<file path="config.mk">
export PLATFORM = sky130hd
export DESIGN_NAME = ram_stream_reader_flat
export DESIGN_NICKNAME = d
export VERILOG_FILES = /design/src/rtl/ram_stream_reader_if.sv /design/src/rtl/ram_stream_reader.sv /design/src/flat_wrapper.sv
export SDC_FILE = /design/constraint.sdc
export NUM_CORES = 1
export LEC_CHECK = 0
export CORE_MARGIN = 2
export CORE_UTILIZATION = 57
export DETAILED_ROUTE_END_ITERATION = 16
export PLACE_DENSITY = 0.83
export REMOVE_ABC_BUFFERS = 1
export SYNTH_ARGS = -nofsm -noshare
export SYNTH_HDL_FRONTEND = slang
export SYNTH_SLANG_ARGS = --single-unit
</file>
<file path="constraint.sdc">
create_clock -name bram_clk -period 3.9 [get_ports bram_clk]
set_input_delay 0.78 -clock bram_clk [delete_from_list [all_inputs] [get_ports bram_clk]]
set_output_delay 0.78 -clock bram_clk [all_outputs]
set_load 0.1 [all_outputs]
</file>
<file path="src/rtl/ram_stream_reader_if.sv">
// Request, BRAM port-B and output-stream signals of ram_stream_reader.
// The master modport is the reader itself; the slave modport is its environment.
interface ram_stream_reader_if #(
    parameter int unsigned ADDR_WIDTH = 7,
    parameter int unsigned LEN_WIDTH  = 8,
    parameter int unsigned READ_WIDTH = 64
);
    logic                  start;
    logic [ADDR_WIDTH-1:0] start_addr;
    logic [LEN_WIDTH-1:0]  length;
    logic                  busy;
    logic                  done;
    logic                  read_error;
    logic                  enb;
    logic [ADDR_WIDTH-1:0] addrb;
    logic [READ_WIDTH-1:0] doutb;
    logic [READ_WIDTH-1:0] dout;
    logic                  dout_valid;
    logic                  dout_ready;

    modport master (
        input  start, start_addr, length, doutb, dout_ready,
        output busy, done, read_error, enb, addrb, dout, dout_valid
    );

    modport slave (
        output start, start_addr, length, doutb, dout_ready,
        input  busy, done, read_error, enb, addrb, dout, dout_valid
    );
endinterface

</file>
<file path="src/rtl/ram_stream_reader.sv">
// Burst reader for BRAM port B: issues wrapped reads, tracks the fixed read latency and
// streams returned words through a small credit-managed buffer onto a valid/ready output.
module ram_stream_reader #(
    parameter int unsigned BRAM_READ_LATENCY = 2,
    parameter int unsigned READ_WIDTH        = 64,
    parameter int unsigned TOTAL_SIZE        = 64 * 128
) (
    input logic                 bram_clk,
    input logic                 reset,
    ram_stream_reader_if.master bus
);
    // DEPTH must be a power of two and BRAM_READ_LATENCY at least 1.
    localparam int unsigned DEPTH      = TOTAL_SIZE / READ_WIDTH;
    localparam int unsigned ADDR_WIDTH = $clog2(DEPTH);
    localparam int unsigned LEN_WIDTH  = ADDR_WIDTH + 1;
    localparam int unsigned BUF_DEPTH  = BRAM_READ_LATENCY + 2;
    localparam int unsigned PTR_WIDTH  = $clog2(BUF_DEPTH);
    localparam int unsigned CNT_WIDTH  = $clog2(BUF_DEPTH + 1);
    localparam int unsigned L          = BRAM_READ_LATENCY;

    typedef enum logic [1:0] {StIdle, StRead, StDrain} state_e;

    state_e                state_q, state_d;
    logic [ADDR_WIDTH-1:0] addr_q;
    logic [LEN_WIDTH-1:0]  remaining_q;
    logic [L-1:0]          vpipe_q, vpipe_d;
    logic [READ_WIDTH-1:0] buf_mem [BUF_DEPTH];
    logic [PTR_WIDTH-1:0]  wr_ptr_q, rd_ptr_q;
    logic [CNT_WIDTH-1:0]  count_q;
    logic [CNT_WIDTH-1:0]  inflight;
    logic                  done_q, read_error_q;
    logic                  busy, issue, accept, last_issue, drained;
    logic                  push, pop, dout_valid;

    function automatic logic [PTR_WIDTH-1:0] next_ptr(input logic [PTR_WIDTH-1:0] p);
        return (p == PTR_WIDTH'(BUF_DEPTH - 1)) ? '0 : p + PTR_WIDTH'(1);
    endfunction

    always_comb begin
        inflight = '0;
        for (int i = 0; i < int'(L); i++) begin
            inflight = inflight + CNT_WIDTH'(vpipe_q[i]);
        end
    end

    always_comb begin
        vpipe_d    = '0;
        vpipe_d[0] = issue;
        for (int i = 1; i < int'(L); i++) begin
            vpipe_d[i] = vpipe_q[i-1];
        end
    end

    assign push       = vpipe_q[L-1];
    assign dout_valid = (count_q != '0);
    assign pop        = dout_valid && bus.dout_ready;
    assign accept     = bus.start && (state_q == StIdle) && (bus.length != '0);
    assign last_issue = issue && (remaining_q == LEN_WIDTH'(1));
    // Nothing left in the BRAM pipe and the buffer empties with this cycle's handshake.
    assign drained    = (inflight == '0) && ((count_q - CNT_WIDTH'(pop)) == '0);

    always_ff @(posedge bram_clk) begin
        if (reset) begin
            state_q <= StIdle;
        end else begin
            state_q <= state_d;
        end
    end

    always_comb begin
        state_d = state_q;
        unique case (state_q)
            StIdle:  if (accept) state_d = StRead;
            StRead:  if (last_issue) state_d = StDrain;
            StDrain: if (drained) state_d = StIdle;
            default: state_d = StIdle;
        endcase
    end

    // Credit check uses registered counts only; a same-cycle pop does not free a slot.
    always_comb begin
        busy  = 1'b0;
        issue = 1'b0;
        unique case (state_q)
            StIdle: ;
            StRead: begin
                busy  = 1'b1;
                issue = (inflight + count_q) < CNT_WIDTH'(BUF_DEPTH);
            end
            StDrain: busy = 1'b1;
            default: ;
        endcase
    end

    always_ff @(posedge bram_clk) begin
        if (reset) begin
            addr_q       <= '0;
            remaining_q  <= '0;
            vpipe_q      <= '0;
            wr_ptr_q     <= '0;
            rd_ptr_q     <= '0;
            count_q      <= '0;
            done_q       <= 1'b0;
            read_error_q <= 1'b0;
        end else begin
            if (accept) begin
                addr_q      <= bus.start_addr;
                remaining_q <= bus.length;
            end else if (issue) begin
                addr_q      <= addr_q + ADDR_WIDTH'(1);
                remaining_q <= remaining_q - LEN_WIDTH'(1);
            end
            vpipe_q <= vpipe_d;
            if (push) wr_ptr_q <= next_ptr(wr_ptr_q);
            if (pop)  rd_ptr_q <= next_ptr(rd_ptr_q);
            count_q      <= count_q + CNT_WIDTH'(push) - CNT_WIDTH'(pop);
            done_q       <= (state_q == StDrain) && drained;
            read_error_q <= bus.start && ((bus.length == '0) || (state_q != StIdle));
        end
    end

    always_ff @(posedge bram_clk) begin
        if (push) buf_mem[wr_ptr_q] <= bus.doutb;
    end

    assign bus.busy       = busy;
    assign bus.done       = done_q;
    assign bus.read_error = read_error_q;
    assign bus.enb        = issue;
    assign bus.addrb      = addr_q;
    assign bus.dout_valid = dout_valid;
    assign bus.dout       = dout_valid ? buf_mem[rd_ptr_q] : '0;
endmodule

</file>
<file path="src/flat_wrapper.sv">
// flat-port wrapper written by rule: the top's interface ports become plain ports
module ram_stream_reader_flat 
#(
    parameter int unsigned BRAM_READ_LATENCY = 2,
    parameter int unsigned READ_WIDTH        = 64,
    parameter int unsigned TOTAL_SIZE        = 64 * 128
)
  (bram_clk, reset, bus_start, bus_start_addr, bus_length, bus_doutb, bus_dout_ready, bus_busy, bus_done, bus_read_error, bus_enb, bus_addrb, bus_dout, bus_dout_valid);
  ram_stream_reader_if #(.ADDR_WIDTH((7)), .LEN_WIDTH((8)), .READ_WIDTH(READ_WIDTH)) bus_i ();
  input logic bram_clk;
  input logic reset;
  input wire logic [$bits(bus_i.start)-1:0] bus_start;
  input wire logic [$bits(bus_i.start_addr)-1:0] bus_start_addr;
  input wire logic [$bits(bus_i.length)-1:0] bus_length;
  input wire logic [$bits(bus_i.doutb)-1:0] bus_doutb;
  input wire logic [$bits(bus_i.dout_ready)-1:0] bus_dout_ready;
  output wire logic [$bits(bus_i.busy)-1:0] bus_busy;
  output wire logic [$bits(bus_i.done)-1:0] bus_done;
  output wire logic [$bits(bus_i.read_error)-1:0] bus_read_error;
  output wire logic [$bits(bus_i.enb)-1:0] bus_enb;
  output wire logic [$bits(bus_i.addrb)-1:0] bus_addrb;
  output wire logic [$bits(bus_i.dout)-1:0] bus_dout;
  output wire logic [$bits(bus_i.dout_valid)-1:0] bus_dout_valid;
  assign bus_i.start = bus_start;
  assign bus_i.start_addr = bus_start_addr;
  assign bus_i.length = bus_length;
  assign bus_i.doutb = bus_doutb;
  assign bus_i.dout_ready = bus_dout_ready;
  assign bus_busy = bus_i.busy;
  assign bus_done = bus_i.done;
  assign bus_read_error = bus_i.read_error;
  assign bus_enb = bus_i.enb;
  assign bus_addrb = bus_i.addrb;
  assign bus_dout = bus_i.dout;
  assign bus_dout_valid = bus_i.dout_valid;
  ram_stream_reader #(.BRAM_READ_LATENCY(BRAM_READ_LATENCY), .READ_WIDTH(READ_WIDTH), .TOTAL_SIZE(TOTAL_SIZE)) u_core (.bram_clk(bram_clk), .reset(reset), .bus(bus_i));
endmodule
</file>
Word-level counts from Yosys, hierarchy flattened --
Memories as Yosys holds them, arrays and structs flattened. A register that Yosys moved wholly into a read port is not among the register bits. Cells that the tools add are included. W data, S select, Z words.
Operators by class: add/sub/neg operators 9, order comparisons 1, equal/unequal tests 8, multiplexer cells 17, reductions and logical operators 18
Operators with widths (count):
- $mux W64 | 1
- $mux W8 | 2
- $mux W2 | 7
- $mux W7 | 2
- $eq A8 B1 Y1 const B | 1
- $logic_not A8 Y1 | 1
- $reduce_bool A8 Y1 | 1
- $sub A8 B1 Y8 const B | 1
- $add A7 B1 Y7 const B | 1
- $logic_and A1 B1 Y1 | 7
- $eq A2 B2 Y1 const B | 3
- $logic_not A3 Y1 | 2
- $ne A2 B1 Y1 const B | 3
- $pmux W2 S3 | 1
- $sub A3 B1 Y3 | 2
- $add A2 B1 Y2 const B | 2
- $mux W1 | 4
- $reduce_bool A2 Y1 | 2
- $add A3 B1 Y3 | 1
- $add A3 B3 Y3 | 1
- $lt A3 B3 Y1 const B | 1
- $reduce_and A3 Y1 | 1
- $reduce_bool A3 Y1 | 1
- $add A1 B1 Y2 | 1
- other kinds (4) | 4
Storage, ports and cells: flip-flop bits (word level) 28, RAM bits 256, input bits 83, output and inout bits 76, word-level logic and storage cells 63, memories kept 1
Memory list:
- u_core.buf_mem | depth 4, width 64, rd ports 1, clocked after memory_dff 1, write ports 1, line ram_stream_reader.sv:27 | logic [READ_WIDTH-1:0] buf_mem [BUF_DEPTH];

Longest topological paths before layout --
word-level depth 7, gate-level depth with buffers 8, gate-level depth less buffers 8

Worst setup path after synthesis --
OpenSTA, ideal clock, no wires.
kind reg-to-output, start point register u_core.count_q[2], end point output port bus_dout[54], arrival 2.436 ns, required time 3.120 ns, slack 0.684 ns, cell stages (with the launch flop) 4, path buffers 1, cell sequence dfxtp_1 > or3_1 > clkbuf_1 > and2_1
Between the ends: word-level cells in the longest chain between the ends 2
Ends and longest elaborated chain:
- start, declared | line ram_stream_reader.sv:29 | logic [CNT_WIDTH-1:0] count_q;
- start signal, assigned | line ram_stream_reader.sv:116 | count_q <= count_q + CNT_WIDTH'(push) - CNT_WIDTH'(pop);
- $reduce_bool A3 Y1 | line ram_stream_reader.sv:55 | assign dout_valid = (count_q != '0);
- named net bus_dout_valid | line flat_wrapper.sv:23 | output wire logic [$bits(bus_i.dout_valid)-1:0] bus_dout_valid;
- $mux W64 | line ram_stream_reader.sv:132 | assign bus.dout = dout_valid ? buf_mem[rd_ptr_q] : '0;
- end, declared | line flat_wrapper.sv:22 | output wire logic [$bits(bus_i.dout)-1:0] bus_dout;
The timed path passes the listed nets, and every way through them passes these cells.

Final worst setup path --
start point register u_core.vpipe_q[1], end point output port bus_enb
Between the ends: word-level cells in the longest chain between the ends 4
Ends and longest elaborated chain:
- start, declared | line ram_stream_reader.sv:26 | logic [L-1:0] vpipe_q, vpipe_d;
- start signal, assigned | line ram_stream_reader.sv:113 | vpipe_q <= vpipe_d;
- $add A1 B1 Y2 | line ram_stream_reader.sv:42 | inflight = inflight + CNT_WIDTH'(vpipe_q[i]);
- $add A3 B3 Y3 | line ram_stream_reader.sv:88 | issue = (inflight + count_q) < CNT_WIDTH'(BUF_DEPTH);
- $lt A3 B3 Y1 | line ram_stream_reader.sv:88
- $mux W1 | line ram_stream_reader.sv:84 | unique case (state_q)
- end, declared | line flat_wrapper.sv:20 | output wire logic [$bits(bus_i.enb)-1:0] bus_enb;
No other way between the ends.

==> summary.txt <==
Clock tree
  • Max clock buf depth: 3
  • Post-CTS setup buffers: 0
  • Clock Sinks: 286
  • CTS tree: done
  • PostCTS Resize Cnt: 0
  • H-tree levels: 1
  • Inserted Clock Buffers: 28
  • Worst-path clk slew: 0.06 ns
  • Hold-fix buffers, CTS: 0
  • Skew-Pair Late Insertion Delay: 0.52 ns
  • Clock root buffer: clkbuf_16

Setup path
  • Crit-path cells: ha_1, ha_1, a31oi_2, xor2_2, buf_4, and2_1, buf_4
  • Family with the most delay on the worst path: buffers and inverters
  • Worst Setup End Kind: primary output
  • CP Max Fanout: 15
  • WP data arrival: 2.65 ns
  • Delay of the slowest critical-path stage: 0.48 ns
  • Crit Path Category: flop to primary output
  • Critical Path Slowest Stage Cell: dfxtp_1
  • CP bufs+invs: 2
  • CP Launch Type: flop
  • Critical Path RT: 3.12 ns

Synthesis
  • EDFF count, synth: 256
  • Ys Warns: 0
  • Top_reg_cell synth: edfxtp_1
  • Synth Area per Inst: 19.2 sq um
  • Async SR Flop Fraction: 0%
  • Seq/Total Area, Yosys: 73.2%
  • Synth Instances: 591
  • Yosys cell types: 41
  • Netlist Area Pre-Place: 11300 sq um
  • Seq cells post-synth: 286

Timing
  • Tcrit/Tclk final: 88.0%
  • Final setup vio count: 0
  • Final Hold Vio Count: 0
  • Setup Skew: 0.00576 ns
  • RSZ-0062 raised after global routing: false
  • WHS: 0.472 ns
  • Fin. max-slew vios: 0
  • Final TNS setup: 0 ns
  • Fmax: 291 MHz
  • Worst-Margin Slew: 1.18 ns
  • Tmin final: 3.43 ns
  • Max transition margin: 21.2%

Floorplan
  • DIE WIDTH: 145 um
  • Initial core utilization: 58.2%
  • Full die area: 21000 sq um
  • Top Ports: 159
  • Die height: 145 um
  • Area of the core: 19500 sq um
  • FP Rows: 51

Final layout
  • Fillers: 1196
  • Final #Nets: 853
  • Commonest non-fill, non-tap cells in the layout: edfxtp_1 (256), clkdlybuf4s50_1 (92), buf_4 (70)
  • Share of layout cells above drive strength 1: 24.6%
  • Area of the multi-input gates: 2860 sq um
  • Design area: 13900 sq um
  • Area delta synth->final: 22.7%
  • Most common cell after layout, fill and taps aside: edfxtp_1
  • FF/Latch Area: 8300 sq um

Worst hold path
  • Hold WC Path Type: flop to flop

Routing
  • Remaining antenna violation count: 0
  • Post-Route WL: 20900 um
  • Via count: 5866
  • Met2 wire length: 10300 um
  • Post-route DRC: 0
  • Drt initial violations: 360
  • Metal3 WL: 1350 um
  • Wire length on met1: 8720 um
  • Wire per inst: 20.1 um
  • First-pass DRT Iterations: 4
  • Max Used Layer: met4
  • Vias/cell: 5.63

GRT
  • Initial antenna violation count: 2
  • Vias in the first global route: 6319
  • Pin count of the biggest net entering global routing: 69
  • GRT overflow: 0
  • GRT Util Overall: 20.0%
  • Global-route wire length before repair: 33100 um

Power
  • Worst VDD drop: 0.734 mV
  • Power per cell area: 775 nW/um^2
  • Static leakage: 4.66 nW
  • Final Power: 10.8 mW

Run status
  • Status: finished clean

Run
  • Max_cap viols: 0

Place
  • Port Buf Inserts: 158
  • Cell area after placement: 13000 sq um
  • Post-detail-place hpwl: 12100 um
  • Placer Congestion: 0.795
==> final timing paths <==
kind | startpoint | end | slack (ns) | depth (start not counted)
worst max-delay path | u_core.vpipe_q[1] | bus_enb | 0.47 | 7
worst min-delay path | u_core.vpipe_q[0] | u_core.vpipe_q[1] | 0.47 | 2
worst max register to register | u_core.count_q[2] | u_core.count_q[2] | 1.09 | 8
worst min register to register | u_core.vpipe_q[0] | u_core.vpipe_q[1] | 0.47 | 2
==> registers in the layout (all words and copies together) (netlist names), named ones only <==
| register | flops |
|---|---|
| u_core.rd_ptr_q | 2 |
| u_core.buf_mem | 256 |
| u_core.vpipe_q | 2 |
| u_core.count_q | 3 |
| u_core.bus.done | 1 |
| u_core.state_q | 2 |
| u_core.remaining_q | 8 |
| u_core.bus.addrb | 7 |
| u_core.bus.read_error | 1 |
| u_core.wr_ptr_q | 2 |
==> worst register-to-register path, stage by stage (launching register included) <==
cell     delay (ns)
dfxtp_1        0.44
or3_2          0.96
nand2_1        0.29
nand2_1        0.15
nand2_1        0.06
ha_1           0.19
fa_1           0.37
xnor2_1        0.16
nor2_1         0.05
==> cell usage after synthesis (4+ instances only) <==
cell type | number | area [sq um]
clkbuf_1 | 19 | 71.3
and2_1 | 71 | 444
buf_2 | 7 | 35.0
inv_1 | 10 | 37.5
a211oi_2 | 6 | 75.1
nand2_1 | 8 | 30.0
and3_1 | 5 | 31.3
a21oi_1 | 5 | 25.0
mux4_2 | 64 | 1440
xnor2_1 | 4 | 35.0
nand3_1 | 9 | 45.0
dfxtp_1 | 30 | 601
edfxtp_1 | 256 | 7690
xor2_1 | 10 | 87.6
nor2_1 | 23 | 86.3
a211oi_1 | 7 | 52.6
ha_1 | 16 | 200
nand4_1 | 7 | 43.8
==> per-stage QoR <==
| stage | worst slack, ns | instances | utilization (%) |
|---|---|---|---|
| after floorplan | -0.850 | 560 | - |
| after global placement | 1.08 | 988 | 66.8 |
| after detailed placement | 1.03 | 988 | 66.8 |
| after CTS | 0.437 | 1040 | 71.4 |
| after global routing | 0.319 | 1041 | 71.4 |
| final | 0.469 | 1042 | 71.4 |
==> layout make-up <==
class	count	share of cell area [%]
Tap cell	265	2.39
Inverter	10	0.270
Antenna cell	2	0.0360
Sequential cell	286	59.7
Multi-Input combinational cell	264	20.6
Clock inverter	16	1.05
Clock buffer	36	5.41
Timing Repair Buffer	163	10.6
==> power breakdown <==
part	leakage [nW]	total (mW)	switching, mW	internal (mW)
registers	2.55	3.66	0.175	3.48
clock network	0.442	2.61	1.05	1.55
logic	1.66	4.50	3.31	1.19
total	4.66	10.8	4.54	6.22
==> cell families (layout without fill, tap and decap cells) <==
logic type      count (synthesis)  count (layout)  synth area share (%)
buf+inv                        41             225                  1.67
flops                         286             286                  73.2
mux                            67              67                  13.0
fa+ha+maj                      17              17                  1.94
xor+xnor                       15              15                  1.23
compound gates                 27              27                  2.00
other cells                     0               2                     0
simple gates                  138             138                  6.99
==> metal layers <==
| metal | global-route usage, % | up-vias |
|---|---|---|
| met4 | 6.68 | 0 |
| met2 | 34.5 | 214 |
| met3 | 3.77 | 42 |
| met1 | 25.8 | 2958 |
| li1 | - | 2652 |
| met5 | 0 | - |
No activity file was read; power rests on OpenSTA's default activity.
